File: config.mk
export PLATFORM = sky130hd
export DESIGN_NAME = max_pool_2x2_stream_flat
export DESIGN_NICKNAME = d
export VERILOG_FILES = /design/src/rtl/max_pool_2x2_stream_pkg.sv /design/src/rtl/max_pool_2x2_stream_if.sv /design/src/rtl/max_pool_2x2_stream_pool_line_buffer.sv /design/src/rtl/max_pool_2x2_stream.sv /design/src/flat_wrapper.sv
export SDC_FILE = /design/constraint.sdc
export NUM_CORES = 1
export LEC_CHECK = 0
export CAP_MARGIN = 40
export CELL_PAD_IN_SITES_DETAIL_PLACEMENT = 1
export CELL_PAD_IN_SITES_GLOBAL_PLACEMENT = 1
export CORE_UTILIZATION = 45
export CTS_BUF_LIST = sky130_fd_sc_hd__clkbuf_16
export DETAILED_ROUTE_END_ITERATION = 10
export PLACE_DENSITY_LB_ADDON = 0.1
export SLEW_MARGIN = 20
export SYNTH_ARGS = -nofsm -noshare
export SYNTH_HDL_FRONTEND = slang
export SYNTH_SLANG_ARGS = --single-unit
export TNS_END_PERCENT = 5
File: constraint.sdc
create_clock -name clk -period 6.9 [get_ports clk]
set_input_delay 1.035 -clock clk [delete_from_list [all_inputs] [get_ports clk]]
set_output_delay 1.035 -clock clk [all_outputs]
set_load 0.02 [all_outputs]
File: src/rtl/max_pool_2x2_stream_pkg.sv
// Shared helpers for the pooling variants: width helper, default pixel width
// and a max-of-two that honours signedness.
package max_pool_2x2_stream_pkg;

  localparam int DATAWIDTH_DEFAULT = 16;
  localparam int MAX2_W            = 64;

  // Never returns less than 1, so a depth-1 buffer still gets a 1-bit address.
  function automatic int clog2(input int value);
    int r;
    r = 1;
    while ((1 << r) < value) r = r + 1;
    return r;
  endfunction

  // Operands arrive already sign- or zero-extended to MAX2_W by the caller.
  function automatic logic [MAX2_W-1:0] max2(input logic [MAX2_W-1:0] a,
                                             input logic [MAX2_W-1:0] b,
                                             input logic              is_signed);
    if (is_signed) return ($signed(a) >= $signed(b)) ? a : b;
    return (a >= b) ? a : b;
  endfunction

endpackage

File: src/rtl/max_pool_2x2_stream_if.sv
// Pixel stream in, pooled stream out; the upstream conv stage drives the master side.
interface max_pool_2x2_stream_if
  import max_pool_2x2_stream_pkg::*;
#(
  parameter int Datawidth = DATAWIDTH_DEFAULT
);
  logic                 valid_in;
  logic [Datawidth-1:0] In;
  logic [Datawidth-1:0] Out;
  logic                 valid_out;
  logic                 frame_done;

  modport master (output valid_in, In, input Out, valid_out, frame_done);
  modport slave  (input valid_in, In, output Out, valid_out, frame_done);
endinterface

File: src/rtl/max_pool_2x2_stream_pool_line_buffer.sv
// Half-width line buffer holding the horizontal maxima of the last even row.
// Simple dual-port RAM with a registered read.
module pool_line_buffer
  import max_pool_2x2_stream_pkg::*;
#(
  parameter int DEPTH  = 4,
  parameter int WIDTH  = DATAWIDTH_DEFAULT,
  parameter int ADDR_W = clog2(DEPTH)
) (
  input  logic              clk,
  input  logic              wr_en_i,
  input  logic [ADDR_W-1:0] wr_addr_i,
  input  logic [WIDTH-1:0]  wr_data_i,
  input  logic              rd_en_i,
  input  logic [ADDR_W-1:0] rd_addr_i,
  output logic [WIDTH-1:0]  rd_data_o
);

  logic [WIDTH-1:0] mem_q [DEPTH];
  logic [WIDTH-1:0] rd_data_q;

  always_ff @(posedge clk) begin
    if (wr_en_i) mem_q[wr_addr_i] <= wr_data_i;
    if (rd_en_i) rd_data_q <= mem_q[rd_addr_i];
  end

  assign rd_data_o = rd_data_q;

endmodule

File: src/rtl/max_pool_2x2_stream.sv
// Streaming 2x2 / stride-2 max pool over a raster-ordered map, no frame buffer.
// Outputs appear one clock after the pixel that completes each window.
module max_pool_2x2_stream
  import max_pool_2x2_stream_pkg::*;
#(
  parameter int IMG_Width  = 8,
  parameter int IMG_Height = 8,
  parameter int Datawidth  = DATAWIDTH_DEFAULT,
  parameter int SIGNED     = 1
) (
  input  logic                  clk,
  input  logic                  rst,
  max_pool_2x2_stream_if.slave  pool
);

  localparam int CW       = clog2(IMG_Width);
  localparam int RW       = clog2(IMG_Height);
  localparam int LB_DEPTH = IMG_Width / 2;
  localparam int AW       = clog2(LB_DEPTH);
  localparam logic IS_SIGNED = (SIGNED != 0);

  localparam logic [CW-1:0] COL_LAST = CW'(IMG_Width - 1);
  localparam logic [RW-1:0] ROW_LAST = RW'(IMG_Height - 1);
  localparam logic [CW-1:0] COL_FD   = CW'(2 * (IMG_Width / 2) - 1);
  localparam logic [RW-1:0] ROW_FD   = RW'(2 * (IMG_Height / 2) - 1);

  logic [CW-1:0]        col_q, col_d;
  logic [RW-1:0]        row_q, row_d;
  logic [Datawidth-1:0] pair_q, pair_d;
  logic [Datawidth-1:0] out_q, out_d;
  logic                 valid_q, valid_d;
  logic                 fd_q, fd_d;

  logic                 accept;
  logic [CW:0]          col_half;
  logic [AW-1:0]        lb_addr;
  logic                 lb_wr_en, lb_rd_en;
  logic [Datawidth-1:0] lb_rd_data;
  logic [MAX2_W-1:0]    h_wide, win_wide;
  logic [Datawidth-1:0] h_max, win_max;

  function automatic logic [MAX2_W-1:0] widen(input logic [Datawidth-1:0] x);
    return {{(MAX2_W - Datawidth){x[Datawidth-1] & IS_SIGNED}}, x};
  endfunction

  assign accept   = pool.valid_in & ~rst;
  assign col_half = {1'b0, col_q} >> 1;
  assign lb_addr  = col_half[AW-1:0];

  assign h_wide   = max2(widen(pair_q), widen(pool.In), IS_SIGNED);
  assign h_max    = h_wide[Datawidth-1:0];
  assign win_wide = max2(widen(lb_rd_data), widen(h_max), IS_SIGNED);
  assign win_max  = win_wide[Datawidth-1:0];

  // Read issued on the even column so the row-above maximum is ready at the odd column.
  pool_line_buffer #(
    .DEPTH (LB_DEPTH),
    .WIDTH (Datawidth),
    .ADDR_W(AW)
  ) u_line_buffer (
    .clk      (clk),
    .wr_en_i  (lb_wr_en),
    .wr_addr_i(lb_addr),
    .wr_data_i(h_max),
    .rd_en_i  (lb_rd_en),
    .rd_addr_i(lb_addr),
    .rd_data_o(lb_rd_data)
  );

  always_comb begin
    col_d    = col_q;
    row_d    = row_q;
    pair_d   = pair_q;
    out_d    = out_q;
    valid_d  = 1'b0;
    fd_d     = 1'b0;
    lb_wr_en = 1'b0;
    lb_rd_en = 1'b0;
    if (accept) begin
      if (col_q == COL_LAST) begin
        col_d = '0;
        row_d = (row_q == ROW_LAST) ? '0 : row_q + 1'b1;
      end else begin
        col_d = col_q + 1'b1;
      end
      // A trailing odd column/row lands on an even index and so never emits.
      if (!col_q[0]) begin
        pair_d   = pool.In;
        lb_rd_en = row_q[0];
      end else if (!row_q[0]) begin
        lb_wr_en = 1'b1;
      end else begin
        out_d   = win_max;
        valid_d = 1'b1;
        fd_d    = (col_q == COL_FD) && (row_q == ROW_FD);
      end
    end
  end

  always_ff @(posedge clk) begin
    if (rst) begin
      col_q   <= '0;
      row_q   <= '0;
      pair_q  <= '0;
      out_q   <= '0;
      valid_q <= 1'b0;
      fd_q    <= 1'b0;
    end else begin
      col_q   <= col_d;
      row_q   <= row_d;
      pair_q  <= pair_d;
      out_q   <= out_d;
      valid_q <= valid_d;
      fd_q    <= fd_d;
    end
  end

  assign pool.Out        = out_q;
  assign pool.valid_out  = valid_q;
  assign pool.frame_done = fd_q;

endmodule
File: src/flat_wrapper.sv
// flat-port wrapper written by rule: the top's interface ports become plain ports
module max_pool_2x2_stream_flat import max_pool_2x2_stream_pkg::*;
#(
  parameter int IMG_Width  = 8,
  parameter int IMG_Height = 8,
  parameter int Datawidth  = DATAWIDTH_DEFAULT,
  parameter int SIGNED     = 1
)
  (clk, rst, pool_valid_in, pool_In, pool_Out, pool_valid_out, pool_frame_done);
  max_pool_2x2_stream_if #(.Datawidth(Datawidth)) pool_i ();
  input  logic clk;
  input  logic rst;
  input wire logic [$bits(pool_i.valid_in)-1:0] pool_valid_in;
  input wire logic [$bits(pool_i.In)-1:0] pool_In;
  output wire logic [$bits(pool_i.Out)-1:0] pool_Out;
  output wire logic [$bits(pool_i.valid_out)-1:0] pool_valid_out;
  output wire logic [$bits(pool_i.frame_done)-1:0] pool_frame_done;
  assign pool_i.valid_in = pool_valid_in;
  assign pool_i.In = pool_In;
  assign pool_Out = pool_i.Out;
  assign pool_valid_out = pool_i.valid_out;
  assign pool_frame_done = pool_i.frame_done;
  max_pool_2x2_stream #(.IMG_Width(IMG_Width), .IMG_Height(IMG_Height), .Datawidth(Datawidth), .SIGNED(SIGNED)) u_core (.clk(clk), .rst(rst), .pool(pool_i));
endmodule
==> metrics.sh, run 1 <==
DR_VIAS_CELL=5.56
FIRST_ITER_VIOLATIONS=194
DRV_SLEW=0
POWER.SWITCHING_FRACTION=0.232
GRT_MAX_DEGREE=25
SYNTH.CELL_AREA_UM2=5370
LEADING_CELL_TYPE_IN_THE_LAYOUT_FILL_AND_TAPS_EXCLUDED='sky130_fd_sc_hd__edfxtp_1'
FIN_HOLD_WS_PS=470
START_UTIL=0.467
ACTUAL_SLEW_AT_THE_WORST_MAX_SLEW_PIN_PS=729
SHARE_OF_SYNTHESIZED_AREA_OCCUPIED_BY_FLIP_FLOPS_AND_LATCHES=0.596
WIRE_LENGTH_OF_THE_FIRST_GLOBAL_ROUTING_PASS_UM=20500
POWER_LEAKAGE_nW=2.63
DIEWIDTH_UM=111
TRITONCTS='done'
DRCVIOLATIONCOUNT=7
SEQUENTIALPOWERSHARE=0.419
PLACE_CONGESTION=0.865
GRT_ANTENNA_BEFORE_REPAIR=0
HPWL_UM=8490
IO_PINS=37
TIMING.FMAX_MHz=175
INTERNAL_POWER_mW=1.46
DRV_CAP=0
CLK-INSERTION-DELAY-LATE_PS=420
SYNTH_CELL_TYPES=39
NUM_ROWS=39
COMMONEST_CELLS_AFTER_ROUTING_FILL_AND_TAPS_ASIDE='80 x sky130_fd_sc_hd__edfxtp_1, 50 x sky130_fd_sc_hd__inv_1, 43 x sky130_fd_sc_hd__nand2_1'
GLOBALROUTEOVERFLOWTOTAL=0
FINAL.FILL_COUNT=1138
SYNTH_AREA_PER_CELL_UM2=13.1
TIMING.FINAL.HOLD_VIOLATIONS=0
CTSRESIZECOUNT=0
DIODES=0
DETAIL-ROUTE-ANTENNA-NETS=0
PERIOD_SHARE=0.828
MAXIMUM_NUMBER_OF_BUFFERS_FROM_CLOCK_ROOT_TO_SINK=2
RATIO_OF_CELLS_WITH_DRIVE_ABOVE_1_IN_THE_FINAL_LAYOUT=0.139
STATUS='finished with violations'
GRT_PASS1_VIAS=3748
SWITCHING_POWER_mW=0.442
TIMING.CRITICAL_PATH.MAX_DELAY_FAMILY='simple AND/OR/NAND/NOR gates'
POSTCTSSETUPREPAIRBUFS=0
VIOLATED_CHECKS='DRC'
GRT_USAGE=0.225
AREA_GROWTH_PCT=22.7
REQUIRED_PS=7220
CLOCKROOTBUFFER='sky130_fd_sc_hd__clkbuf_16'
FIN_NETS=517
IO_BUFFERS=36
WORST_SETUP_PATH_START_KIND='input port'
GRT_SETUP_UNREPAIRED='no'
FIN_CRIT_PS=5720
TOTALNEGATIVESETUPSLACK_PS=0
SLEW_HEADROOM=0.514
CRIT_SLOWEST_CELL='sky130_fd_sc_hd__or3b_1'
DR.PASS1.ITERS=7
CLOCKPOWERSHARE=0.491
CRITICAL-PATH-MAX-STAGE-DELAY_PS=680
TIMING.HOLD.WORST.CLASS='reg -> reg'
CLK_TRANSITION_REPORTED_PATHS_PS=60
CLOCK-SINKS=120
WORST_SETUP_PATH_END_KIND='flip-flop'
SYNTH.NET_COUNT=466
PLACEABLECOREAREA_UM2=11500
CTS_HOLD_BUFFERS=0
PATH_BUF_INV=3
PATH_MAX_FANOUT=16
CELLPOWERDENSITY_nW_PER_UM2=289
WORST_EP_ARRIVAL_TIME_PS=6040
DIE_HEIGHT_UM=111
MAX-VDD-IR-DROP_mV=0.267
NETLIST_INSTANCES=411
SYNTH-SEQ-CELLS=120
TOTAL_LENGTH_OF_ROUTED_WIRES_UM=12600
COMB_POWER_SHARE=0.090
ROUTEDWLPERCELL_UM=20.4
TOTAL_SETUP_VIOLATIONS_REPORTED_AT_THE_END_OF_THE_FLOW=0
ROUTE.VIAS.TOTAL=3439
TIMING_WORST_SETUP_PATH_TYPE='in -> reg'
CLOCK_SKEW_PS=8.57
CP_CELL_SEQUENCE='clkdlybuf4s50_1 -> inv_1 -> ha_1 -> nand4_1 -> or4_1 -> o211ai_1 -> o41a_1 -> buf_4 -> mux2i_1 -> ha_1 -> nand4_1 -> or4_1 -> o221a_1 -> or3b_1 -> o221ai_1'
DIEAREA_UM2=12400
TRITONCTS.NUM_BUFFERS=17
YS.WARNINGS.COUNT=0
HTREE_NUM_LEVELS=4
per-layer routing:
| layer | vias up | global-route usage | wire length [um] | share of wire |
|---|---|---|---|---|
| li1 | 1620 | - | - | - |
| met1 | 1735 | 0.275 | 5720 | 0.45 |
| met2 | 58 | 0.381 | 6260 | 0.50 |
| met3 | 26 | 0.0601 | 390 | 0.031 |
| met4 | 0 | 0.0856 | 257 | 0.020 |
| met5 | - | 0 | 0 | 0 |
power by group through the flow:
| stage | clock network (mW) | logic [mW] | registers [mW] |
|---|---|---|---|
| 6_report | 0.937 | 0.171 | 0.799 |
| 2_1_floorplan | 0 | 0.115 | 0.812 |
| 4_1_cts | 0.954 | 0.173 | 0.799 |
| 3_3_place_gp | 0 | 0.160 | 0.813 |
| 5_1_grt | 0.983 | 0.192 | 0.801 |
| 3_5_place_dp | 0 | 0.168 | 0.814 |
final timing paths:
check | startpoint | endpoint | slack, ps | cells past startpoint
setup / recovery | pool_In[15] | u_core.pool.Out[1]$_SDFFE_PP0P_ | 1180 | 15
hold reg to reg | u_core.row_q[1]$_SDFFE_PP0P_ | u_core.row_q[1]$_SDFFE_PP0P_ | 470 | 2
setup reg to reg | u_core.pair_q[15]$_SDFFE_PP0P_ | u_core.pool.Out[1]$_SDFFE_PP0P_ | 2040 | 13
hold / removal | u_core.row_q[1]$_SDFFE_PP0P_ | u_core.row_q[1]$_SDFFE_PP0P_ | 470 | 2
cell families (layout without fill, tap and decap cells):
logic type                 count (synthesis)  after routing  synth area share
muxes                                     35             35             0.102
AOI/OAI and AO/OA                         61             61            0.0810
adders and majority gates                 36             36            0.0838
DFF                                      120            120             0.596
and+or+nand+nor                           94             94            0.0848
buffers and inverters                     65            129            0.0517
state kept, by name (all words and copies together) (netlist names):
signal,cells
u_core.pool.Out,16
u_core.u_line_buffer.mem_q,64
u_core.pair_q,16
u_core.pool.valid_out,1
u_core.col_q,3
u_core.u_line_buffer.rd_data_o,16
u_core.pool.frame_done,1
u_core.row_q,3
synthesized netlist by cell type:
cell,count,area share
sky130_fd_sc_hd__mux2i_1,19,0.035
sky130_fd_sc_hd__nand2_1,43,0.030
sky130_fd_sc_hd__a221oi_1,1,0.0016
sky130_fd_sc_hd__buf_12,1,0.0037
sky130_fd_sc_hd__o211ai_1,2,0.0028
sky130_fd_sc_hd__nor2b_1,3,0.0035
sky130_fd_sc_hd__o221ai_2,4,0.011
sky130_fd_sc_hd__o221a_1,1,0.0021
sky130_fd_sc_hd__inv_1,49,0.034
sky130_fd_sc_hd__nor4b_1,1,0.0016
sky130_fd_sc_hd__ha_1,36,0.084
sky130_fd_sc_hd__buf_2,2,0.0019
sky130_fd_sc_hd__a2111oi_0,1,0.0016
sky130_fd_sc_hd__a21o_1,5,0.0070
sky130_fd_sc_hd__nand2b_1,16,0.019
sky130_fd_sc_hd__nand3_1,3,0.0028
sky130_fd_sc_hd__or3b_1,1,0.0016
sky130_fd_sc_hd__nor4_1,1,0.0012
sky130_fd_sc_hd__and2b_1,1,0.0014
sky130_fd_sc_hd__a21oi_1,14,0.013
sky130_fd_sc_hd__buf_6,2,0.0042
sky130_fd_sc_hd__nor2_1,11,0.0077
sky130_fd_sc_hd__edfxtp_1,80,0.45
sky130_fd_sc_hd__clkbuf_1,9,0.0063
sky130_fd_sc_hd__or3_1,1,0.0012
sky130_fd_sc_hd__o21a_1,1,0.0014
sky130_fd_sc_hd__dfxtp_1,40,0.15
sky130_fd_sc_hd__nand4_1,5,0.0058
sky130_fd_sc_hd__or4_1,2,0.0028
sky130_fd_sc_hd__o21ai_1,1,0.00093
sky130_fd_sc_hd__mux4_2,16,0.067
sky130_fd_sc_hd__nor3_1,2,0.0019
sky130_fd_sc_hd__buf_1,2,0.0014
sky130_fd_sc_hd__and3_1,3,0.0035
sky130_fd_sc_hd__o41a_1,1,0.0021
sky130_fd_sc_hd__o21ai_0,16,0.015
sky130_fd_sc_hd__o221ai_1,12,0.020
sky130_fd_sc_hd__o31ai_1,2,0.0028
sky130_fd_sc_hd__and2_1,1,0.0012
area by class of cell:
| type | count | area [um2] | area share |
|---|---|---|---|
| clock inverters | 15 | 198 | 0.0300 |
| flip-flops and latches | 120 | 3200 | 0.486 |
| clock buffers | 17 | 425 | 0.0646 |
| inverters | 49 | 184 | 0.0279 |
| well taps | 143 | 179 | 0.0272 |
| multi-input cells | 226 | 1910 | 0.290 |
| repair buffers | 48 | 492 | 0.0746 |
through the flow:
stage | setup WS [ps] | cell area [um2] | utilization | power, mW | cells
finish | 1180 | 6590 | 0.572 | 1.91 | 618
global route | 923 | 6590 | 0.572 | 1.98 | 618
CTS | 1150 | 6560 | 0.570 | 1.93 | 616
detailed placement | 769 | 5940 | 0.516 | 0.982 | 584
global placement | 970 | 5880 | 0.511 | 0.973 | 580
floorplan | 2080 | 5370 | - | 0.927 | 411
tightest hold or removal path: stages (launching register included):
cell and delay [ps]:
sky130_fd_sc_hd__dfxtp_1 310, sky130_fd_sc_hd__nand2_1 60, sky130_fd_sc_hd__a21oi_1 50
No activity file was read; power rests on OpenSTA's default activity.
==> run 2: changes to the inputs <==
--- a/config.mk
+++ b/config.mk
@@ -8,7 +8,7 @@
 export CAP_MARGIN = 40
 export CELL_PAD_IN_SITES_DETAIL_PLACEMENT = 1
 export CELL_PAD_IN_SITES_GLOBAL_PLACEMENT = 1
-export CORE_UTILIZATION = 45
+export CORE_UTILIZATION = 44
 export CTS_BUF_LIST = sky130_fd_sc_hd__clkbuf_16
 export DETAILED_ROUTE_END_ITERATION = 10
 export PLACE_DENSITY_LB_ADDON = 0.1
==> constraint.sdc (replaced) <==
create_clock -name clk -period 5 [get_ports clk]
set_input_delay 0.75 -clock clk [delete_from_list [all_inputs] [get_ports clk]]
set_output_delay 0.75 -clock clk [all_outputs]
set_load 0.02 [all_outputs]
==> metrics.sh, run 2 (same netlist as run 1, synthesis figures left out) <==
CELLPOWERDENSITY_nW_PER_UM2=377  # +30%
TIMING.RR.END='u_core.pool.Out[15]$_SDFFE_PP0P_'
WORST_SETUP_PATH_STARTPOINT='pool_In[12]'
GRT_PASS1_VIAS=3816  # +1.8%
WORST_SETUP_PATH_END_KIND='flip-flop'
TRITONCTS='done'
DIEWIDTH_UM=113  # +1.1%
CRITICAL-PATH-MAX-STAGE-DELAY_PS=530  # -150 ps
MAX-VDD-IR-DROP_mV=0.316  # +18%
DR_VIAS_CELL=5.40  # -3.0%
LARGEST_REG_FLOPS=64  # unchanged
DRV_SLEW=0  # unchanged
HTREE_NUM_LEVELS=4  # unchanged
MAXIMUM_NUMBER_OF_BUFFERS_FROM_CLOCK_ROOT_TO_SINK=2  # unchanged
CP_CELL_SEQUENCE='clkdlybuf4s50_1 -> inv_1 -> ha_1 -> nand4_1 -> buf_4 -> nor2_1 -> or3_1 -> o41a_1 -> clkbuf_16 -> mux2i_4 -> ha_1 -> nand4_1 -> or4_1 -> o221a_1 -> or3b_4 -> buf_4 -> o221ai_1'
TIMING.HOLD.WORST.CLASS='reg -> reg'
SEQUENTIALPOWERSHARE=0.424  # +0.005
FIN_CRIT_PS=4840
PLACE_AREA_UM2=6200  # +4.4%
SETUP.REG_TO_REG.WORST_SLACK_PS=630  # -1410 ps
WORST-R2R-CELL-COUNT=15  # +2
BIGGEST_REGISTER='u_core.u_line_buffer.mem_q'
CLK_TRANSITION_REPORTED_PATHS_PS=50  # about the same
WORST_HOLD_PATH.NUM_CELLS=2  # unchanged
IO_PINS=37  # unchanged
TIMING_WORST_SETUP_PATH_TYPE='in -> reg'
SWITCHING_POWER_mW=0.630  # +43%
ACTUAL_SLEW_AT_THE_WORST_MAX_SLEW_PIN_PS=674  # -54.4 ps
DIODES=0  # unchanged
WIRE_LENGTH_OF_THE_FIRST_GLOBAL_ROUTING_PASS_UM=20200  # -1.4%
POWER_LEAKAGE_nW=2.78  # +5.6%
WHS_ENDPOINT='u_core.row_q[2]$_SDFFE_PP0P_'
CLK-INSERTION-DELAY-LATE_PS=420  # about the same
FIRST_ITER_VIOLATIONS=235  # +21%
COMMONEST_CELLS_AFTER_ROUTING_FILL_AND_TAPS_ASIDE='80 x sky130_fd_sc_hd__edfxtp_1, 50 x sky130_fd_sc_hd__inv_1, 44 x sky130_fd_sc_hd__buf_4'
TIMING.FMAX_MHz=207
PATH_BUF_INV=5  # +2
TIMING.FINAL.HOLD_VIOLATIONS=0  # unchanged
DRCVIOLATIONCOUNT=0  # -7
GRT_USAGE=0.219  # -0.00669
PERIOD_SHARE=0.968
CLOCKROOTBUFFER='sky130_fd_sc_hd__clkbuf_16'
TRITONCTS.NUM_BUFFERS=17  # unchanged
GRT_ANTENNA_BEFORE_REPAIR=0  # unchanged
PLACE_CONGESTION=0.778  # -10%
CLOCKPOWERSHARE=0.457  # -0.034
RATIO_OF_CELLS_WITH_DRIVE_ABOVE_1_IN_THE_FINAL_LAYOUT=0.223  # +0.0837
DIEAREA_UM2=12700  # +2.2%
START_UTIL=0.461  # -0.00586
WORST_R2R_STARTPOINT='u_core.pair_q[13]$_SDFFE_PP0P_'
GRT_MAX_DEGREE=34  # +36%
INTERNAL_POWER_mW=1.98  # +35%
CTS_HOLD_BUFFERS=0  # unchanged
WORST_SETUP_PATH_START_KIND='input port'
POSTLAYOUTCELLAREA_UM2=6930  # +5.2%
POWER.SWITCHING_FRACTION=0.241  # +0.00965
FIN_NETS=554  # +7.2%
COMB_POWER_SHARE=0.120  # +0.030
AREA_GROWTH_PCT=29.0
HPWL_UM=8820  # +3.9%
CLOCK_SKEW_PS=9.76  # +1.19 ps
IO_BUFFERS=36  # unchanged
CRIT_SLOWEST_CELL='sky130_fd_sc_hd__or4_1'
STATUS='finished, final reports clean'
CLOCK-SINKS=120  # unchanged
MIN-DELAY-START='u_core.row_q[2]$_SDFFE_PP0P_'
TOTAL_LENGTH_OF_ROUTED_WIRES_UM=12700  # +0.31%
DRV_CAP=0  # unchanged
SLEW_HEADROOM=0.549  # +0.0346
GLOBALROUTEOVERFLOWTOTAL=0  # unchanged
TOTAL_SETUP_VIOLATIONS_REPORTED_AT_THE_END_OF_THE_FLOW=0  # unchanged
ROUTEDWLPERCELL_UM=19.3  # -5.4%
LEADING_CELL_TYPE_IN_THE_LAYOUT_FILL_AND_TAPS_EXCLUDED='sky130_fd_sc_hd__edfxtp_1'
NUM_ROWS=39  # unchanged
FINAL.FILL_COUNT=1171  # +2.9%
WORST_EP_ARRIVAL_TIME_PS=5170  # -870 ps
FIN_HOLD_WS_PS=469  # -1.13 ps
ROUTE.VIAS.TOTAL=3535  # +2.8%
TIMING.CRITICAL_PATH.MAX_DELAY_FAMILY='simple AND/OR/NAND/NOR gates'
PLACEABLECOREAREA_UM2=11700  # +1.3%
DIE_HEIGHT_UM=113  # +1.1%
DR.PASS1.ITERS=5  # -2
DETAIL-ROUTE-ANTENNA-NETS=0  # unchanged
PATH_MAX_FANOUT=7  # -9
REQUIRED_PS=5330  # -1890 ps
-- run 2: changes by cell type in the layout (fill, tap and decap cells not counted), moves of 2 or more --
cell                        change
sky130_fd_sc_hd__mux2i_1        -8
sky130_fd_sc_hd__o221ai_1       -2
sky130_fd_sc_hd__clkinv_4       +2
sky130_fd_sc_hd__buf_8          -3
sky130_fd_sc_hd__buf_4         +38
sky130_fd_sc_hd__mux2i_4        +6
sky130_fd_sc_hd__mux2i_2        +2
sky130_fd_sc_hd__bufinv_16      -2
sky130_fd_sc_hd__o221ai_2       +2
-- run 2: timing repair --
item	CTS	global route
setup endpoints to repair	0	11
gates resized for setup	0	19
buffers inserted	0	3
-- run 2: worst max path at each step --
stage          slack, ps  cells past startpoint                                to
4_1_cts              190                     16   u_core.pool.Out[6]$_SDFFE_PP0P_
3_3_place_gp         -30                     16   u_core.pool.Out[7]$_SDFFE_PP0P_
2_1_floorplan        470                     17  u_core.pool.Out[10]$_SDFFE_PP0P_
5_1_grt              -20                     17   u_core.pool.Out[0]$_SDFFE_PP0P_
3_5_place_dp        -210                     16   u_core.pool.Out[4]$_SDFFE_PP0P_
6_report             160                     17  u_core.pool.Out[15]$_SDFFE_PP0P_
-- run 2: power by group through the flow --
stage | Sequential [mW] | Clock, mW | Combinational [mW]
global route | 1.11 | 1.25 | 0.345
finish | 1.11 | 1.19 | 0.312
detailed placement | 1.12 | 0 | 0.276
CTS | 1.10 | 1.21 | 0.279
floorplan | 1.12 | 0 | 0.159
global placement | 1.12 | 0 | 0.263
-- run 2: worst reg2reg max path, cell delays in order, from the launching register on --
cell	delay [ps]
sky130_fd_sc_hd__dfxtp_1	420
sky130_fd_sc_hd__ha_1	290
sky130_fd_sc_hd__nand4_1	140
sky130_fd_sc_hd__buf_4	140
sky130_fd_sc_hd__nor2_1	50
sky130_fd_sc_hd__or3_1	350
sky130_fd_sc_hd__o41a_1	510
sky130_fd_sc_hd__clkbuf_16	210
sky130_fd_sc_hd__mux2i_4	180
sky130_fd_sc_hd__ha_1	310
sky130_fd_sc_hd__nand4_1	110
sky130_fd_sc_hd__or4_1	530
sky130_fd_sc_hd__o221a_1	290
sky130_fd_sc_hd__or3b_4	390
sky130_fd_sc_hd__buf_4	170
sky130_fd_sc_hd__o221ai_1	170
-- run 2: cell type report --
cell class	instances	area (um2)	share of cell area
well taps	143	179	0.0258
inverters	49	184	0.0265
clock buffers	17	425	0.0614
repair buffers	85	777	0.112
flip-flops and latches	120	3200	0.462
multi-input cells	226	2010	0.290
clock inverters	15	154	0.0222
-- run 2: per-stage QoR --
| step | cells | TNS (ps) | setup WS, ps | util | total power [mW] |
|---|---|---|---|---|---|
| 3_3_place_gp | 616 | -331 | -34.9 | 0.528 | 1.39 |
| 6_report | 655 | 0 | 158 | 0.594 | 2.61 |
| 2_1_floorplan | 411 | 0 | 465 | - | 1.28 |
| 4_1_cts | 651 | 0 | 195 | 0.581 | 2.60 |
| 3_5_place_dp | 619 | -2700 | -213 | 0.531 | 1.40 |
| 5_1_grt | 655 | -30.7 | -19.1 | 0.594 | 2.71 |
-- run 2: routing by layer --
layer	track usage	part of all wire	wire, um	vias to the layer above
met4	0.0827	0.013	163	0
li1	-	-	-	1684
met5	0	0	0	-
met2	0.352	0.48	6100	74
met3	0.0562	0.044	563	10
met1	0.286	0.46	5850	1767
==> run 3: changes to the inputs <==
--- a/config.mk
+++ b/config.mk
@@ -5,10 +5,10 @@
 export SDC_FILE = /design/constraint.sdc
 export NUM_CORES = 1
 export LEC_CHECK = 0
-export CAP_MARGIN = 40
+export ABC_AREA = 1
 export CELL_PAD_IN_SITES_DETAIL_PLACEMENT = 1
 export CELL_PAD_IN_SITES_GLOBAL_PLACEMENT = 1
-export CORE_UTILIZATION = 44
+export CORE_UTILIZATION = 45
 export CTS_BUF_LIST = sky130_fd_sc_hd__clkbuf_16
 export DETAILED_ROUTE_END_ITERATION = 10
 export PLACE_DENSITY_LB_ADDON = 0.1
==> constraint.sdc (replaced) <==
create_clock -name clk -period 6 [get_ports clk]
set_input_delay 0.9 -clock clk [delete_from_list [all_inputs] [get_ports clk]]
set_output_delay 0.9 -clock clk [all_outputs]
set_load 0.02 [all_outputs]
==> metrics.sh, run 3 <==
WHS_ENDPOINT='u_core.pool.Out[8]$_SDFFE_PP0P_'
PRE_CTS_WS_PS=700  # +913 ps
DETAIL-ROUTE-ANTENNA-NETS=0  # unchanged
AREA_FRACTION_OF_THE_DOMINANT_CELL_TYPE_AFTER_SYNTHESIS=0.421  # -0.0265
DIEWIDTH_UM=115  # +1.9%
SLEW_HEADROOM=0.309  # -0.240
TOTAL_LENGTH_OF_ROUTED_WIRES_UM=15500  # +22%
IO_BUFFERS=36  # unchanged
SYNTH_TOP_CELLS_BY_AREA='sky130_fd_sc_hd__edfxtp_1 42%, sky130_fd_sc_hd__dfxtp_1 14%, sky130_fd_sc_hd__nand2_1 8.7%, sky130_fd_sc_hd__ha_1 7.9%, sky130_fd_sc_hd__nand3_1 6.3%'
GRT_USAGE=0.260  # +0.0409
DRV_SLEW=0  # unchanged
DR.PASS1.ITERS=4  # -1
TOTAL_SETUP_VIOLATIONS_REPORTED_AT_THE_END_OF_THE_FLOW=0  # unchanged
DIODES=0  # unchanged
ROUTE.VIAS.TOTAL=4409  # +25%
MAX-VDD-IR-DROP_mV=0.206  # -35%
SYNTH.CELL_AREA_UM2=5710  # +6.3%
TIMING.FINAL.HOLD_VIOLATIONS=0  # unchanged
LAYOUT_SETUP_WS_PS=1040  # +880 ps
CLK_TRANSITION_REPORTED_PATHS_PS=50  # about the same
START_UTIL=0.468  # +0.00705
SYNTH-SEQ-CELLS=120  # unchanged
TIMING.FMAX_MHz=202
MIN-DELAY-START='u_core.pool.Out[8]$_SDFFE_PP0P_'
RATIO_OF_CELLS_WITH_DRIVE_ABOVE_1_IN_THE_FINAL_LAYOUT=0.0974  # -0.125
CLOCKROOTBUFFER='sky130_fd_sc_hd__clkbuf_16'
DRV_CAP=0  # unchanged
STATUS='finished, final reports clean'
GRT_SETUP_UNREPAIRED='no'
WORST_SETUP_PATH_END_KIND='flip-flop'
NETLIST.TOP_CELL.BY_AREA='sky130_fd_sc_hd__edfxtp_1'
CTS_HOLD_BUFFERS=0  # unchanged
CTSRESIZECOUNT=0  # unchanged
ACTUAL_SLEW_AT_THE_WORST_MAX_SLEW_PIN_PS=1040  # +362 ps
SYNTH_CELL_TYPES=28  # -28%
FIN_NETS=689  # +24%
CLOCK_SKEW_PS=7.99  # -1.77 ps
GRT_MAX_DEGREE=39  # +15%
AREA_GROWTH_PCT=19.9
SYNTH-ASYNC-RESET-RATIO=0  # unchanged
NETLIST_INSTANCES=596  # +45%
ROUTEDWLPERCELL_UM=19.0  # -1.9%
POSTLAYOUTCELLAREA_UM2=6850  # -1.2%
DIEAREA_UM2=13100  # +3.9%
SYNTH_AREA_PER_CELL_UM2=9.58  # -27%
GRT_ANTENNA_BEFORE_REPAIR=0  # unchanged
TRITONCTS='done'
BIGGEST_REGISTER='u_core.u_line_buffer.mem_q'
SYNTH_FF_TYPE='sky130_fd_sc_hd__edfxtp_1'
FIRST_ITER_VIOLATIONS=296  # +26%
POWER_LEAKAGE_nW=2.76  # -0.67%
PLACEABLECOREAREA_UM2=12200  # +4.7%
SYNTHTOPCELLSBYCOUNT='132 x sky130_fd_sc_hd__nand2_1, 80 x sky130_fd_sc_hd__edfxtp_1, 72 x sky130_fd_sc_hd__nand3_1'
HPWL_UM=10400  # +18%
FIN_CRIT_PS=4960
GLOBALROUTEOVERFLOWTOTAL=0  # unchanged
SYNTH.MOST_COMMON_CELL='sky130_fd_sc_hd__nand2_1'
MAXIMUM_NUMBER_OF_BUFFERS_FROM_CLOCK_ROOT_TO_SINK=2  # unchanged
WORST_EP_ARRIVAL_TIME_PS=5220  # +50 ps
GRT_PASS1_VIAS=4686  # +23%
DRCVIOLATIONCOUNT=0  # unchanged
SYNTH.NET_COUNT=651  # +40%
POSTCTSSETUPREPAIRBUFS=0  # unchanged
SYNTH_ENABLE_FLOP_CELLS=80  # unchanged
TIMING.HOLD.WORST.CLASS='reg -> reg'
TIMING_WORST_SETUP_PATH_TYPE='in -> reg'
REQUIRED_PS=6260  # +930 ps
HTREE_NUM_LEVELS=4  # unchanged
IO_PINS=37  # unchanged
TRITONCTS.NUM_BUFFERS=17  # unchanged
NUM_ROWS=40  # +2.6%
COMMONEST_CELLS_AFTER_ROUTING_FILL_AND_TAPS_ASIDE='131 x sky130_fd_sc_hd__nand2_1, 80 x sky130_fd_sc_hd__edfxtp_1, 72 x sky130_fd_sc_hd__nand3_1'
PATH_MAX_FANOUT=17  # +10
PLACE_CONGESTION=0.791  # +1.7%
DR_VIAS_CELL=5.41  # +0.24%
SETUP.REG_TO_REG.WORST_SLACK_PS=1790  # +1160 ps
YS.WARNINGS.COUNT=0  # unchanged
DIE_HEIGHT_UM=115  # +1.9%
PERIOD_SHARE=0.827
WIRE_LENGTH_OF_THE_FIRST_GLOBAL_ROUTING_PASS_UM=25100  # +24%
WORST_HOLD_PATH.NUM_CELLS=2  # unchanged
WORST_R2R_STARTPOINT='u_core.pair_q[15]$_SDFFE_PP0P_'
CLK-INSERTION-DELAY-LATE_PS=420  # about the same
CLOCK-SINKS=120  # unchanged
OVERALL_POWER_mW=2.21  # -15%
TOTALNEGATIVESETUPSLACK_PS=0  # unchanged
LARGEST_REG_FLOPS=64  # unchanged
LEADING_CELL_TYPE_IN_THE_LAYOUT_FILL_AND_TAPS_EXCLUDED='sky130_fd_sc_hd__nand2_1'
WORST_SETUP_PATH_START_KIND='input port'
TIMING.RR.END='u_core.pool.Out[12]$_SDFFE_PP0P_'
CELLPOWERDENSITY_nW_PER_UM2=323  # -14%
SHARE_OF_SYNTHESIZED_AREA_OCCUPIED_BY_FLIP_FLOPS_AND_LATCHES=0.561  # -0.0354
WORST-R2R-CELL-COUNT=22  # +7
PLACE_AREA_UM2=6260  # +1.0%
run 3: power by group:
group / internal [mW] / total, mW / switching [mW]
clock network: 0.646 / 1.03 / 0.384
registers: 0.910 / 0.921 / 0.0112
logic: 0.0838 / 0.259 / 0.175
total: 1.64 / 2.21 / 0.570
run 3: cell type report:
type | instances | area (um2)
multi-input cells | 383 | 2170
flip-flops and latches | 120 | 3200
repair buffers | 44 | 420
well taps | 168 | 210
clock buffers | 17 | 425
clock inverters | 15 | 160
inverters | 68 | 255
fillers | 1403 | 5360
run 3: worst max-delay path by stage:
| stage | end | slack [ps] | from |
|---|---|---|---|
| global placement | u_core.pool.Out[4]$_SDFFE_PP0P_ | 820 | pool_In[15] |
| finish | u_core.pool.Out[12]$_SDFFE_PP0P_ | 1040 | pool_In[15] |
| detailed placement | u_core.pool.Out[4]$_SDFFE_PP0P_ | 700 | pool_In[15] |
| CTS | u_core.pool.Out[12]$_SDFFE_PP0P_ | 1040 | pool_In[15] |
| floorplan | u_core.pool.Out[11]$_SDFFE_PP0P_ | 2090 | pool_In[15] |
| global route | u_core.pool.Out[12]$_SDFFE_PP0P_ | 640 | pool_In[15] |
run 3: critical path, cell delays in order:
cell                              delay [ps]
sky130_fd_sc_hd__clkdlybuf4s50_1         530
sky130_fd_sc_hd__inv_1                    60
sky130_fd_sc_hd__ha_1                    360
sky130_fd_sc_hd__a21o_1                  180
sky130_fd_sc_hd__nor2_1                  110
sky130_fd_sc_hd__nand2_1                  90
sky130_fd_sc_hd__o21ai_2                 360
sky130_fd_sc_hd__buf_4                   240
sky130_fd_sc_hd__nand4_1                 140
sky130_fd_sc_hd__nand2_1                 250
sky130_fd_sc_hd__inv_1                   100
sky130_fd_sc_hd__ha_1                    340
sky130_fd_sc_hd__a21oi_1                 210
sky130_fd_sc_hd__o21a_1                  140
sky130_fd_sc_hd__nand2_1                  60
sky130_fd_sc_hd__nand2_1                  90
sky130_fd_sc_hd__nand2_1                  60
sky130_fd_sc_hd__nand2_1                  70
sky130_fd_sc_hd__nand3_2                  50
sky130_fd_sc_hd__buf_4                   190
sky130_fd_sc_hd__inv_1                   390
sky130_fd_sc_hd__nand3_1                 160
sky130_fd_sc_hd__nand2_1                  80
sky130_fd_sc_hd__a21oi_1                  70
run 3: cells by family after synthesis:
kind of cell / Yosys count / share of synthesized area
and+or+nand+nor: 263 / 0.212
DFF: 120 / 0.561
buffers and inverters: 93 / 0.0657
AOI/OAI and AO/OA: 84 / 0.0826
adders and majority gates: 36 / 0.0789
run 3: metrics by stage:
step	util	hold slack, ps	cells
floorplan	-	447	596
global placement	0.513	456	783
detailed placement	0.513	461	783
CTS	0.561	469	815
global route	0.561	486	815
finish	0.561	469	815
run 3: per-layer routing:
layer / wire (um) / track usage
met4: 174 / 0.0762
met5: 0 / 0
met3: 458 / 0.0482
met2: 7720 / 0.444
met1: 7100 / 0.336
